===== src/rtl/q_action_select_if.sv =====
// ---------------------------------------------------------------------------
// q_action_select_if
//   Bundle of the request/result signals around the epsilon-greedy action
//   selector. The producer side (forward-propagation stage plus the result
//   consumer) uses the master modport. The selector uses the slave modport.
//
//   Request : start, q_1..q_4 (signed Q6.10), epsilon, explore_en
//   Result  : busy, done, action, q_sel, q_max, explored
//   Accept  : ack (consumer takes the result while done=1)
// ---------------------------------------------------------------------------
interface q_action_select_if #(
  parameter int DW = 16
);
  logic          start;
  logic [DW-1:0] q_1;
  logic [DW-1:0] q_2;
  logic [DW-1:0] q_3;
  logic [DW-1:0] q_4;
  logic [15:0]   epsilon;
  logic          explore_en;
  logic          ack;

  logic          busy;
  logic          done;
  logic [1:0]    action;
  logic [DW-1:0] q_sel;
  logic [DW-1:0] q_max;
  logic          explored;

  modport master (
    output start, q_1, q_2, q_3, q_4, epsilon, explore_en, ack,
    input  busy, done, action, q_sel, q_max, explored
  );

  modport slave (
    input  start, q_1, q_2, q_3, q_4, epsilon, explore_en, ack,
    output busy, done, action, q_sel, q_max, explored
  );
endinterface


===== src/rtl/q_action_select.sv =====
// ---------------------------------------------------------------------------
// q_action_select
//   Epsilon-greedy action selector. On start it snapshots four signed Q-values,
//   scans them one per cycle for the greedy argmax (ties keep the lower index),
//   then draws one LFSR sample to decide between exploring and exploiting.
//   The result is held under a done/ack handshake. q_max is always the greedy
//   maximum so the TD-target logic sees it even on exploratory steps.
//
//   Ports:
//     clk  - rising-edge clock
//     rst  - asynchronous active-low reset
//     bus  - q_action_select_if.slave (request, result and ack signals)
//
//   Timing: start sampled at edge E0 -> done=1 after edge E4.
// ---------------------------------------------------------------------------
module q_action_select #(
  parameter int          DW        = 16,
  parameter logic [15:0] LFSR_SEED = 16'hACE1
) (
  input  logic             clk,
  input  logic             rst,
  q_action_select_if.slave bus
);
  // An all-zero LFSR would lock up, so a zero seed is replaced.
  localparam logic [15:0] SEED = (LFSR_SEED == 16'h0000) ? 16'h0001 : LFSR_SEED;

  typedef enum logic [1:0] {IDLE, SCAN, DECIDE, DONE} state_t;

  state_t             state_q, state_d;
  logic [3:0][DW-1:0] snap_q, snap_d;
  logic [DW-1:0]      best_q, best_d;
  logic [1:0]         best_idx_q, best_idx_d;
  logic [1:0]         idx_q, idx_d;
  logic [15:0]        lfsr_q, lfsr_d;
  logic [15:0]        lfsr_step;
  logic               busy_q, busy_d;
  logic               done_q, done_d;
  logic               explored_q, explored_d;
  logic [1:0]         action_q, action_d;
  logic [DW-1:0]      q_sel_q, q_sel_d;
  logic [DW-1:0]      q_max_q, q_max_d;

  // Fibonacci LFSR x^16+x^14+x^13+x^11+1, shifting left with feedback into bit 0.
  assign lfsr_step = {lfsr_q[14:0], lfsr_q[15] ^ lfsr_q[13] ^ lfsr_q[12] ^ lfsr_q[10]};

  always_ff @(posedge clk or negedge rst) begin
    if (!rst) begin
      state_q    <= IDLE;
      snap_q     <= '0;
      best_q     <= '0;
      best_idx_q <= 2'd0;
      idx_q      <= 2'd0;
      lfsr_q     <= SEED;
      busy_q     <= 1'b0;
      done_q     <= 1'b0;
      explored_q <= 1'b0;
      action_q   <= 2'd0;
      q_sel_q    <= '0;
      q_max_q    <= '0;
    end else begin
      state_q    <= state_d;
      snap_q     <= snap_d;
      best_q     <= best_d;
      best_idx_q <= best_idx_d;
      idx_q      <= idx_d;
      lfsr_q     <= lfsr_d;
      busy_q     <= busy_d;
      done_q     <= done_d;
      explored_q <= explored_d;
      action_q   <= action_d;
      q_sel_q    <= q_sel_d;
      q_max_q    <= q_max_d;
    end
  end

  always_comb begin
    state_d    = state_q;
    snap_d     = snap_q;
    best_d     = best_q;
    best_idx_d = best_idx_q;
    idx_d      = idx_q;
    lfsr_d     = lfsr_q;
    busy_d     = busy_q;
    done_d     = done_q;
    explored_d = explored_q;
    action_d   = action_q;
    q_sel_d    = q_sel_q;
    q_max_d    = q_max_q;

    case (state_q)
      IDLE: begin
        if (bus.start) begin
          snap_d     = {bus.q_4, bus.q_3, bus.q_2, bus.q_1};
          best_d     = bus.q_1;
          best_idx_d = 2'd0;
          idx_d      = 2'd1;
          busy_d     = 1'b1;
          state_d    = SCAN;
        end
      end
      SCAN: begin
        // Strictly greater only, so equal values keep the earlier index.
        if ($signed(snap_q[idx_q]) > $signed(best_q)) begin
          best_d     = snap_q[idx_q];
          best_idx_d = idx_q;
        end
        idx_d = idx_q + 2'd1;
        if (idx_q == 2'd3) begin
          state_d = DECIDE;
        end
      end
      DECIDE: begin
        lfsr_d = lfsr_step;
        if (bus.explore_en && (lfsr_step < bus.epsilon)) begin
          action_d   = lfsr_step[15:14];
          explored_d = 1'b1;
        end else begin
          action_d   = best_idx_q;
          explored_d = 1'b0;
        end
        q_sel_d = snap_q[action_d];
        q_max_d = best_q;
        done_d  = 1'b1;
        state_d = DONE;
      end
      DONE: begin
        if (bus.ack) begin
          done_d  = 1'b0;
          busy_d  = 1'b0;
          state_d = IDLE;
        end
      end
      default: state_d = IDLE;
    endcase
  end

  assign bus.busy     = busy_q;
  assign bus.done     = done_q;
  assign bus.action   = action_q;
  assign bus.q_sel    = q_sel_q;
  assign bus.q_max    = q_max_q;
  assign bus.explored = explored_q;

endmodule


===== src/flat_wrapper.sv =====
// flat-port wrapper written by rule: the top's interface ports become plain ports
module q_action_select_flat 
#(
  parameter int          DW        = 16,
  parameter logic [15:0] LFSR_SEED = 16'hACE1
)
  (clk, rst, bus_start, bus_q_1, bus_q_2, bus_q_3, bus_q_4, bus_epsilon, bus_explore_en, bus_ack, bus_busy, bus_done, bus_action, bus_q_sel, bus_q_max, bus_explored);
  q_action_select_if #(.DW(DW)) bus_i ();
  input  logic clk;
  input  logic rst;
  input wire logic [$bits(bus_i.start)-1:0] bus_start;
  input wire logic [$bits(bus_i.q_1)-1:0] bus_q_1;
  input wire logic [$bits(bus_i.q_2)-1:0] bus_q_2;
  input wire logic [$bits(bus_i.q_3)-1:0] bus_q_3;
  input wire logic [$bits(bus_i.q_4)-1:0] bus_q_4;
  input wire logic [$bits(bus_i.epsilon)-1:0] bus_epsilon;
  input wire logic [$bits(bus_i.explore_en)-1:0] bus_explore_en;
  input wire logic [$bits(bus_i.ack)-1:0] bus_ack;
  output wire logic [$bits(bus_i.busy)-1:0] bus_busy;
  output wire logic [$bits(bus_i.done)-1:0] bus_done;
  output wire logic [$bits(bus_i.action)-1:0] bus_action;
  output wire logic [$bits(bus_i.q_sel)-1:0] bus_q_sel;
  output wire logic [$bits(bus_i.q_max)-1:0] bus_q_max;
  output wire logic [$bits(bus_i.explored)-1:0] bus_explored;
  assign bus_i.start = bus_start;
  assign bus_i.q_1 = bus_q_1;
  assign bus_i.q_2 = bus_q_2;
  assign bus_i.q_3 = bus_q_3;
  assign bus_i.q_4 = bus_q_4;
  assign bus_i.epsilon = bus_epsilon;
  assign bus_i.explore_en = bus_explore_en;
  assign bus_i.ack = bus_ack;
  assign bus_busy = bus_i.busy;
  assign bus_done = bus_i.done;
  assign bus_action = bus_i.action;
  assign bus_q_sel = bus_i.q_sel;
  assign bus_q_max = bus_i.q_max;
  assign bus_explored = bus_i.explored;
  q_action_select #(.DW(DW), .LFSR_SEED(LFSR_SEED)) u_core (.clk(clk), .rst(rst), .bus(bus_i));
endmodule

===== config.mk =====
export PLATFORM = sky130hd
export DESIGN_NAME = q_action_select_flat
export DESIGN_NICKNAME = d
export VERILOG_FILES = /design/src/rtl/q_action_select_if.sv /design/src/rtl/q_action_select.sv /design/src/flat_wrapper.sv
export SDC_FILE = /design/constraint.sdc
export NUM_CORES = 1
export LEC_CHECK = 0
export BUFFER_PORTS_ARGS = -buffer_cell sky130_fd_sc_hd__buf_2
export CAP_MARGIN = 0
export CORE_ASPECT_RATIO = 2
export CORE_UTILIZATION = 51
export DETAILED_ROUTE_END_ITERATION = 6
export PLACE_DENSITY = 0.83
export SLEW_MARGIN = 20
export SYNTH_ARGS = -nofsm -noshare
export SYNTH_HDL_FRONTEND = slang
export SYNTH_SLANG_ARGS = --single-unit

===== constraint.sdc =====
create_clock -name clk -period 5.7 [get_ports clk]
set_input_delay 0.285 -clock clk [delete_from_list [all_inputs] [get_ports clk]]
set_output_delay 0.285 -clock clk [all_outputs]
set_load 0.02 [all_outputs]

==> results of run 1 <==
[routing by layer]
metal | vias to the layer above | share of wire, % | global-route usage [%]
li1 | 2199 | - | -
met1 | 2398 | 37 | 25.39
met2 | 147 | 55 | 42.82
met3 | 51 | 3.5 | 4.426
met4 | 0 | 4.2 | 13.84
met5 | - | 0 | 0
[how the worst max path moves through the flow]
stage	end	slack, ns	cells after the start
finish	u_core.best_q[10]$_DFFE_PN0P_	1.74	10
global route	u_core.best_q[10]$_DFFE_PN0P_	1.52	10
CTS	u_core.best_q[10]$_DFFE_PN0P_	1.75	10
detailed placement	u_core.best_q[14]$_DFFE_PN0P_	1.78	10
global placement	u_core.best_q[13]$_DFFE_PN0P_	1.96	10
floorplan	u_core.best_idx_q[0]$_DFFE_PN0P_	1.93	13
[power breakdown]
part / total, mW / internal, mW / switching [mW]
Clock: 1.19 / 0.740 / 0.449
Sequential: 1.95 / 1.51 / 0.436
Combinational: 2.58 / 1.28 / 1.30
Total: 5.72 / 3.54 / 2.19
[synth_stat cells (10+ instances only)]
| cell type | instances |
|---|---|
| a21oi_1 | 10 |
| a221oi_2 | 10 |
| clkbuf_1 | 15 |
| dfrtp_1 | 131 |
| ha_1 | 36 |
| inv_1 | 42 |
| mux2_2 | 97 |
| mux2i_1 | 68 |
| mux4_2 | 16 |
| nand2_1 | 15 |
| nor2_1 | 24 |
| o21ai_0 | 10 |
[final cells by class]
class                   instances  area, µm²  area share [%]
well taps                     186      232.7           2.716
multi-input cells             332       3377           39.41
diodes                          1      2.502         0.02920
clock inverters                15      211.5           2.468
flip-flops and latches        139       3488           40.71
repair buffers                129      674.4           7.870
inverters                      42      157.7           1.840
clock buffers                  17      425.4           4.964
[sequential cells by signal, indices dropped and copies added, names as in the netlist]
signal and count:
u_core.best_idx_q 2, u_core.best_q 16, u_core.bus.action 2, u_core.bus.busy 1, u_core.bus.done 1, u_core.bus.explored 1, u_core.bus.q_max 16, u_core.bus.q_sel 16
u_core.idx_q 2, u_core.lfsr_q 16, u_core.snap_q 64, u_core.state_q 2
[metrics by stage]
step | hold WS (ns) | cells | util [%] | power (mW) | instance area, µm²
after global routing | 0.08403 | 861 | 63.07 | 6.067 | 8569
final | 0.08603 | 861 | 63.07 | 5.724 | 8569
after detailed placement | 0.3750 | 827 | 58.25 | 4.507 | 7915
after global placement | 0.3592 | 827 | 58.25 | 4.338 | 7915
after floorplan | -0.01059 | 542 | - | 3.807 | 7156
after CTS | 0.07987 | 860 | 63.01 | 5.733 | 8562
[worst max-delay path, cell delays in order, from the launching register on]
cell	delay (ns)
dfrtp_1	0.92
mux4_2	0.63
ha_1	0.33
nand2_1	0.05
or3_1	0.37
nor2_1	0.11
nor2_1	0.06
a31o_2	0.23
a221oi_4	0.57
buf_4	0.33
mux2i_1	0.25
[cell usage in the layout, fill, tap and decap left out, drive strengths merged, types with 8 or more instances in the layout]
master | netlist | routed
dfrtp | 131 | 131
buf | 14 | 128
mux2 | 97 | 97
mux2i | 69 | 69
inv | 42 | 47
ha | 36 | 36
nor2 | 25 | 25
a221oi | 19 | 19
clkbuf | 15 | 17
mux4 | 16 | 16
nand2 | 15 | 15
o21ai | 10 | 10
a21oi | 10 | 10
dfstp | 8 | 8
[logic make-up after synthesis]
group | Yosys count
multiplexers | 182
AND/OR/NAND/NOR | 55
XOR/XNOR | 4
buffers and inverters | 71
adder cells (fa/ha/maj) | 36
flip-flops | 139
AO/OA/AOI/OAI | 55
==> metrics, run 1 <==
share of cells above drive strength 1 44.21%; Vias/cell 5.569; Slew headroom 33.54%; Starting Density 52.66%; worst skew pair latency 0.43 ns; RSZ-0062 raised after global routing no; path depth of the worst reg2reg path 10; Crit. Startpoint u_core.idx_q[0]$_DFFE_PN0P_; Post-CTS Hold Fix Bufs 1; Clock Tree Root clkbuf_16; Hold EP u_core.snap_q[29]$_DFFE_PN0P_; # port buffers 121; Cells after Synth 542; reg2reg setup slack 1.74 ns; main combinational cell family by area after synthesis multiplexers; Crit path required time 6.03 ns; Total GRT Usage 23.74%; crit path capture type register; Synth Area in Simple Gates 3.410%; final setup vio count 0; cells resized by post-CTS repair 0; top cell type's share of synthesized area 45.81%; core area 13,590 µm²; Compound-Gate Fraction of Synth Area 6.487%; largest net degree at the start of global routing 85; Layout fillers 1,042; nature of the critical path startpoint register; DRC 0; Area contributors post-synth dfrtp_1 (46%), mux2_2 (15%), mux2i_1 (9.5%); crit-path max FO 21; DR vias 4,795; Async SR Flop Fraction 100.0%; PD cells 668.0 nW/µm²; reg2reg start u_core.idx_q[0]$_DFFE_PN0P_; First-pass DRT Iterations 4; Total Nets Final 782; Final HPWL DP 11,720 µm; Row Count 60; minimum clock period 3.959 ns; Mapped Nets 663; max-slew violation count 0; Most used DFF post-synth dfrtp_1; GP Congestion 0.8902; Adder-Cell Fraction of Synth Area 6.295%; setup bufs post-CTS 0; Worst Path Arrival 4.29 ns; Worst-Margin Slew 0.9969 ns; Setup WS pre-CTS 1.779 ns; setup_tns 0 ns; Avg Inst Size Synth 13.20 µm²; mapped cell area 7156 µm²; Hold Path Depth 2; # H-tree levels 4; CTS clk-pin slew, worst paths 0.06 ns; vias in the first global route 5,184; library cells used by synthesis 43; register bit total from synthesis 139; Routed Antenna Nets 0; RR Endpoint u_core.best_q[10]$_DFFE_PN0P_; largest area contributor in the netlist dfrtp_1; worst hold path class in2reg; clock buffer depth 2; PnR worst setup slack 1.741 ns; Final Hold Viols 0; Pleak 4.155 nW; FMAX 252.6 MHz; post-synthesis sequential area ratio 48.75%; die height 169.5 µm; boundary pin count 122; hold path startpoint bus_q_2[13]; Area Overhead vs Synth 19.76%; routed length per instance 18.91 µm; Die Width 85.76 µm; status complete, no violations; Post-synth EDFFs 0; kind of critical path reg2reg; total grt overflow 0; TritonCTS Buffers 17; CTS tree built; maxcap violations 0; initial drt markers 132; post-synthesis mux area share 30.13%; final WL 16,280 µm; Post-Synth XOR/XNOR Area 0.4896%; die area 14,540 µm²; Worst Skew 0.008755 ns; Worst VDD drop 0.3792 mV; first-pass GRT wire length 26,230 µm; Final Cycle Share 69.46%; Yosys warning count 0; clk sinks 139; antenna violations before repair 1
No activity file was read; power rests on OpenSTA's default activity.
==> run 2, diff against run 1 <==
--- a/config.mk
+++ b/config.mk
@@ -5,12 +5,13 @@
 export SDC_FILE = /design/constraint.sdc
 export NUM_CORES = 1
 export LEC_CHECK = 0
+export ABC_AREA = 1
 export BUFFER_PORTS_ARGS = -buffer_cell sky130_fd_sc_hd__buf_2
 export CAP_MARGIN = 0
 export CORE_ASPECT_RATIO = 2
 export CORE_UTILIZATION = 51
 export DETAILED_ROUTE_END_ITERATION = 6
-export PLACE_DENSITY = 0.83
+export PLACE_DENSITY = 0.82
 export SLEW_MARGIN = 20
 export SYNTH_ARGS = -nofsm -noshare
 export SYNTH_HDL_FRONTEND = slang
==> constraint.sdc (replaced) <==
create_clock -name clk -period 4 [get_ports clk]
set_input_delay 0.2 -clock clk [delete_from_list [all_inputs] [get_ports clk]]
set_output_delay 0.2 -clock clk [all_outputs]
set_load 0.02 [all_outputs]
==> run 2 against run 1 <==
Routed wire length up 18%. Synthesized cell count up 79%. Utilization down 1.7 points. Clock skew up 0.0016 ns. Synthesized area up 4.0%. Critical path depth up 6. Largest cell class unchanged. Worst setup slack worse by 1.1 ns. Critical endpoint is now u_core.best_q[8]$_DFFE_PN0P_. Largest power group unchanged. Flip-flop and latch count unchanged. Via count up 43%. Combinational power up 39%.
==> metrics, run 2 <==
cell with the most instances after synthesis nand2_1; CTS clk-pin slew, worst paths 0.07 ns; clock buffer depth 2; final setup vio count 0; RSZ-0062 raised after global routing no; Slew headroom 32.26%; setup_tns 0 ns; Routed Antenna Nets 0; maxcap violations 0; initial drt markers 554; Worst VDD drop 0.4717 mV; cells resized by post-CTS repair 0; Layout fillers 1,274; Post-CTS Hold Fix Bufs 1; Avg Inst Size Synth 7.659 µm²; kind of critical path reg2reg; Post-synth EDFFs 0; vias in the first global route 6,771; DRC 0; minimum clock period 3.319 ns; die height 172.9 µm; reg2reg start u_core.idx_q[1]$_DFFE_PN0P_; Total Nets Final 1,193; # port buffers 121; largest net degree at the start of global routing 80; Final HPWL DP 13,540 µm; worst hold path class in2reg; Crit path required time 4.31 ns; max-slew violation count 0; Clock Tree Root clkbuf_16; Synth Area in Simple Gates 21.45%; FMAX 301.3 MHz; Row Count 62; Die Width 87.43 µm; Worst Skew 0.01036 ns; CTS tree built; Final Cycle Share 82.97%; top cell type's share of synthesized area 44.03%; library cells used by synthesis 28; post-synthesis mux area share 0%; Total GRT Usage 27.41%; Mapped Nets 1,093; hold path startpoint bus_q_3[4]; first-pass GRT wire length 31,820 µm; Cells after Synth 972; Pleak 4.718 nW; crit-path max FO 27; Yosys warning count 0; dpl cells 1,244; Area Overhead vs Synth 17.56%; worst skew pair latency 0.43 ns; Tot Pwr 7.569 mW; antenna violations before repair 1; PD cells 864.8 nW/µm²; largest area contributor in the netlist dfrtp_1; Crit. Startpoint u_core.idx_q[1]$_DFFE_PN0P_; core area 14,270 µm²; Vias/cell 5.351; status complete, no violations; die area 15,110 µm²; setup bufs post-CTS 0; share of cells above drive strength 1 16.96%; Most used DFF post-synth dfrtp_1; PnR worst setup slack 0.6812 ns; Area contributors post-synth dfrtp_1 (44%), nand2_1 (11%), a21oi_1 (7.3%); crit path capture type register; Post-Synth XOR/XNOR Area 0.1176%; leading cell type in the layout, fill and taps excluded nand2_1; Setup WS pre-CTS 0.4443 ns; main combinational cell family by area after synthesis simple AND/OR/NAND/NOR gates; First-pass DRT Iterations 5; mapped cell area 7445 µm²; Largest register FFs 64; commonest cells in the synthesized netlist nand2_1 (222), inv_1 (132), dfrtp_1 (131), a21oi_1 (108), o21ai_0 (107); Compound-Gate Fraction of Synth Area 15.76%; Async SR Flop Fraction 100.0%; Worst Path Arrival 3.62 ns; TritonCTS Buffers 17; # H-tree levels 4; register bank with the most flops u_core.snap_q; Hold Slack 0.01594 ns; final WL 19,180 µm; most frequent cells in the layout nand2_1 (221), inv_1 (132), dfrtp_1 (131); post-route insts no fill 1,278; Adder-Cell Fraction of Synth Area 6.050%; DR vias 6,838; GP Congestion 0.9422; register bit total from synthesis 139; Worst-Margin Slew 1.015 ns; Starting Density 52.16%; post-synthesis sequential area ratio 46.86%; total grt overflow 0; clk sinks 139; Final Hold Viols 0; routed length per instance 15.01 µm; boundary pin count 122; nature of the critical path startpoint register
==> run 2: cell types whose count changed after synthesis, moves of 6 or more <==
cell / before / now
buf_2: 2 / 8
nand3_1: 2 / 87
mux2i_1: 68 / 0
nor2_1: 24 / 62
a21oi_1: 10 / 108
clkbuf_1: 15 / 40
o21ai_0: 10 / 107
mux4_2: 16 / 0
a221oi_2: 10 / 0
inv_1: 42 / 132
a221oi_1: 9 / 0
mux2_2: 97 / 0
nand2_1: 15 / 222
==> run 2: critical path, stage by stage, from the launching register on <==
cell,delay [ns]
dfrtp_1,0.44
inv_1,0.59
buf_4,0.23
o21ai_0,0.08
a21oi_1,0.15
a21oi_1,0.08
ha_1,0.36
nand4_1,0.10
nor3_1,0.32
a21oi_1,0.16
nand3_1,0.09
o211ai_1,0.08
nand2_1,0.06
nand2_1,0.06
buf_4,0.22
nand2_1,0.08
o21ai_0,0.07
==> run 2: path summary, 6_finish.rpt <==
check                                              endpoint  slack [ns]  depth (start not counted)
max in group asynchronous      u_core.best_q[3]$_DFFE_PN0P_        2.69                          3
max                            u_core.best_q[8]$_DFFE_PN0P_        0.68                         16
min                           u_core.snap_q[36]$_DFFE_PN0P_        0.02                          3
max reg2reg                    u_core.best_q[8]$_DFFE_PN0P_        0.68                         16
min in group asynchronous  u_core.bus.action[1]$_DFFE_PN0P_        0.31                          2
min reg2reg                u_core.bus.q_sel[11]$_DFFE_PN0P_        0.48                          2
==> run 2: layer usage <==
| metal | share of wire, % | wire (µm) | GRT usage [%] |
|---|---|---|---|
| met4 | 5.6 | 1069 | 17.83 |
| met5 | 0 | 0 | 0 |
| met3 | 5.7 | 1100 | 4.869 |
| met2 | 50 | 9539 | 44.63 |
| met1 | 39 | 7472 | 32.59 |
==> run 2: power breakdown <==
group / internal [mW] / leakage [nW] / switching, mW
Clock: 0.876 / 0.268 / 0.681
Combinational: 1.20 / 2.81 / 2.38
Sequential: 2.05 / 1.64 / 0.382
==> run 2: kinds of logic (layout without fill, tap and decap cells) <==
kind of cell             Yosys count  after routing
adder cells (fa/ha/maj)           36             36
flip-flops                       139            139
AND/OR/NAND/NOR                  383            383
AO/OA/AOI/OAI                    226            226
other                              0              1
XOR/XNOR                           1              1
buffers and inverters            187            300
==> run 2: layout make-up <==
| cell class | instances | area (µm²) | area share, % |
|---|---|---|---|
| sequential | 139 | 3488 | 39.86 |
| antenna | 1 | 2.502 | 0.02859 |
| clock inverter | 15 | 151.4 | 1.730 |
| inverter | 136 | 510.5 | 5.833 |
| clock buffer | 17 | 425.4 | 4.861 |
| timing repair buffer | 132 | 696.9 | 7.963 |
| multi-input combinational | 646 | 3237 | 36.98 |
| tap | 192 | 240.2 | 2.745 |
==> run 2: per-stage QoR <==
step	utilization (%)	instance area (µm²)
floorplan	-	7445
global placement	57.19	8163
detailed placement	57.19	8163
CTS	61.30	8750
global route	61.32	8752
finish	61.32	8752
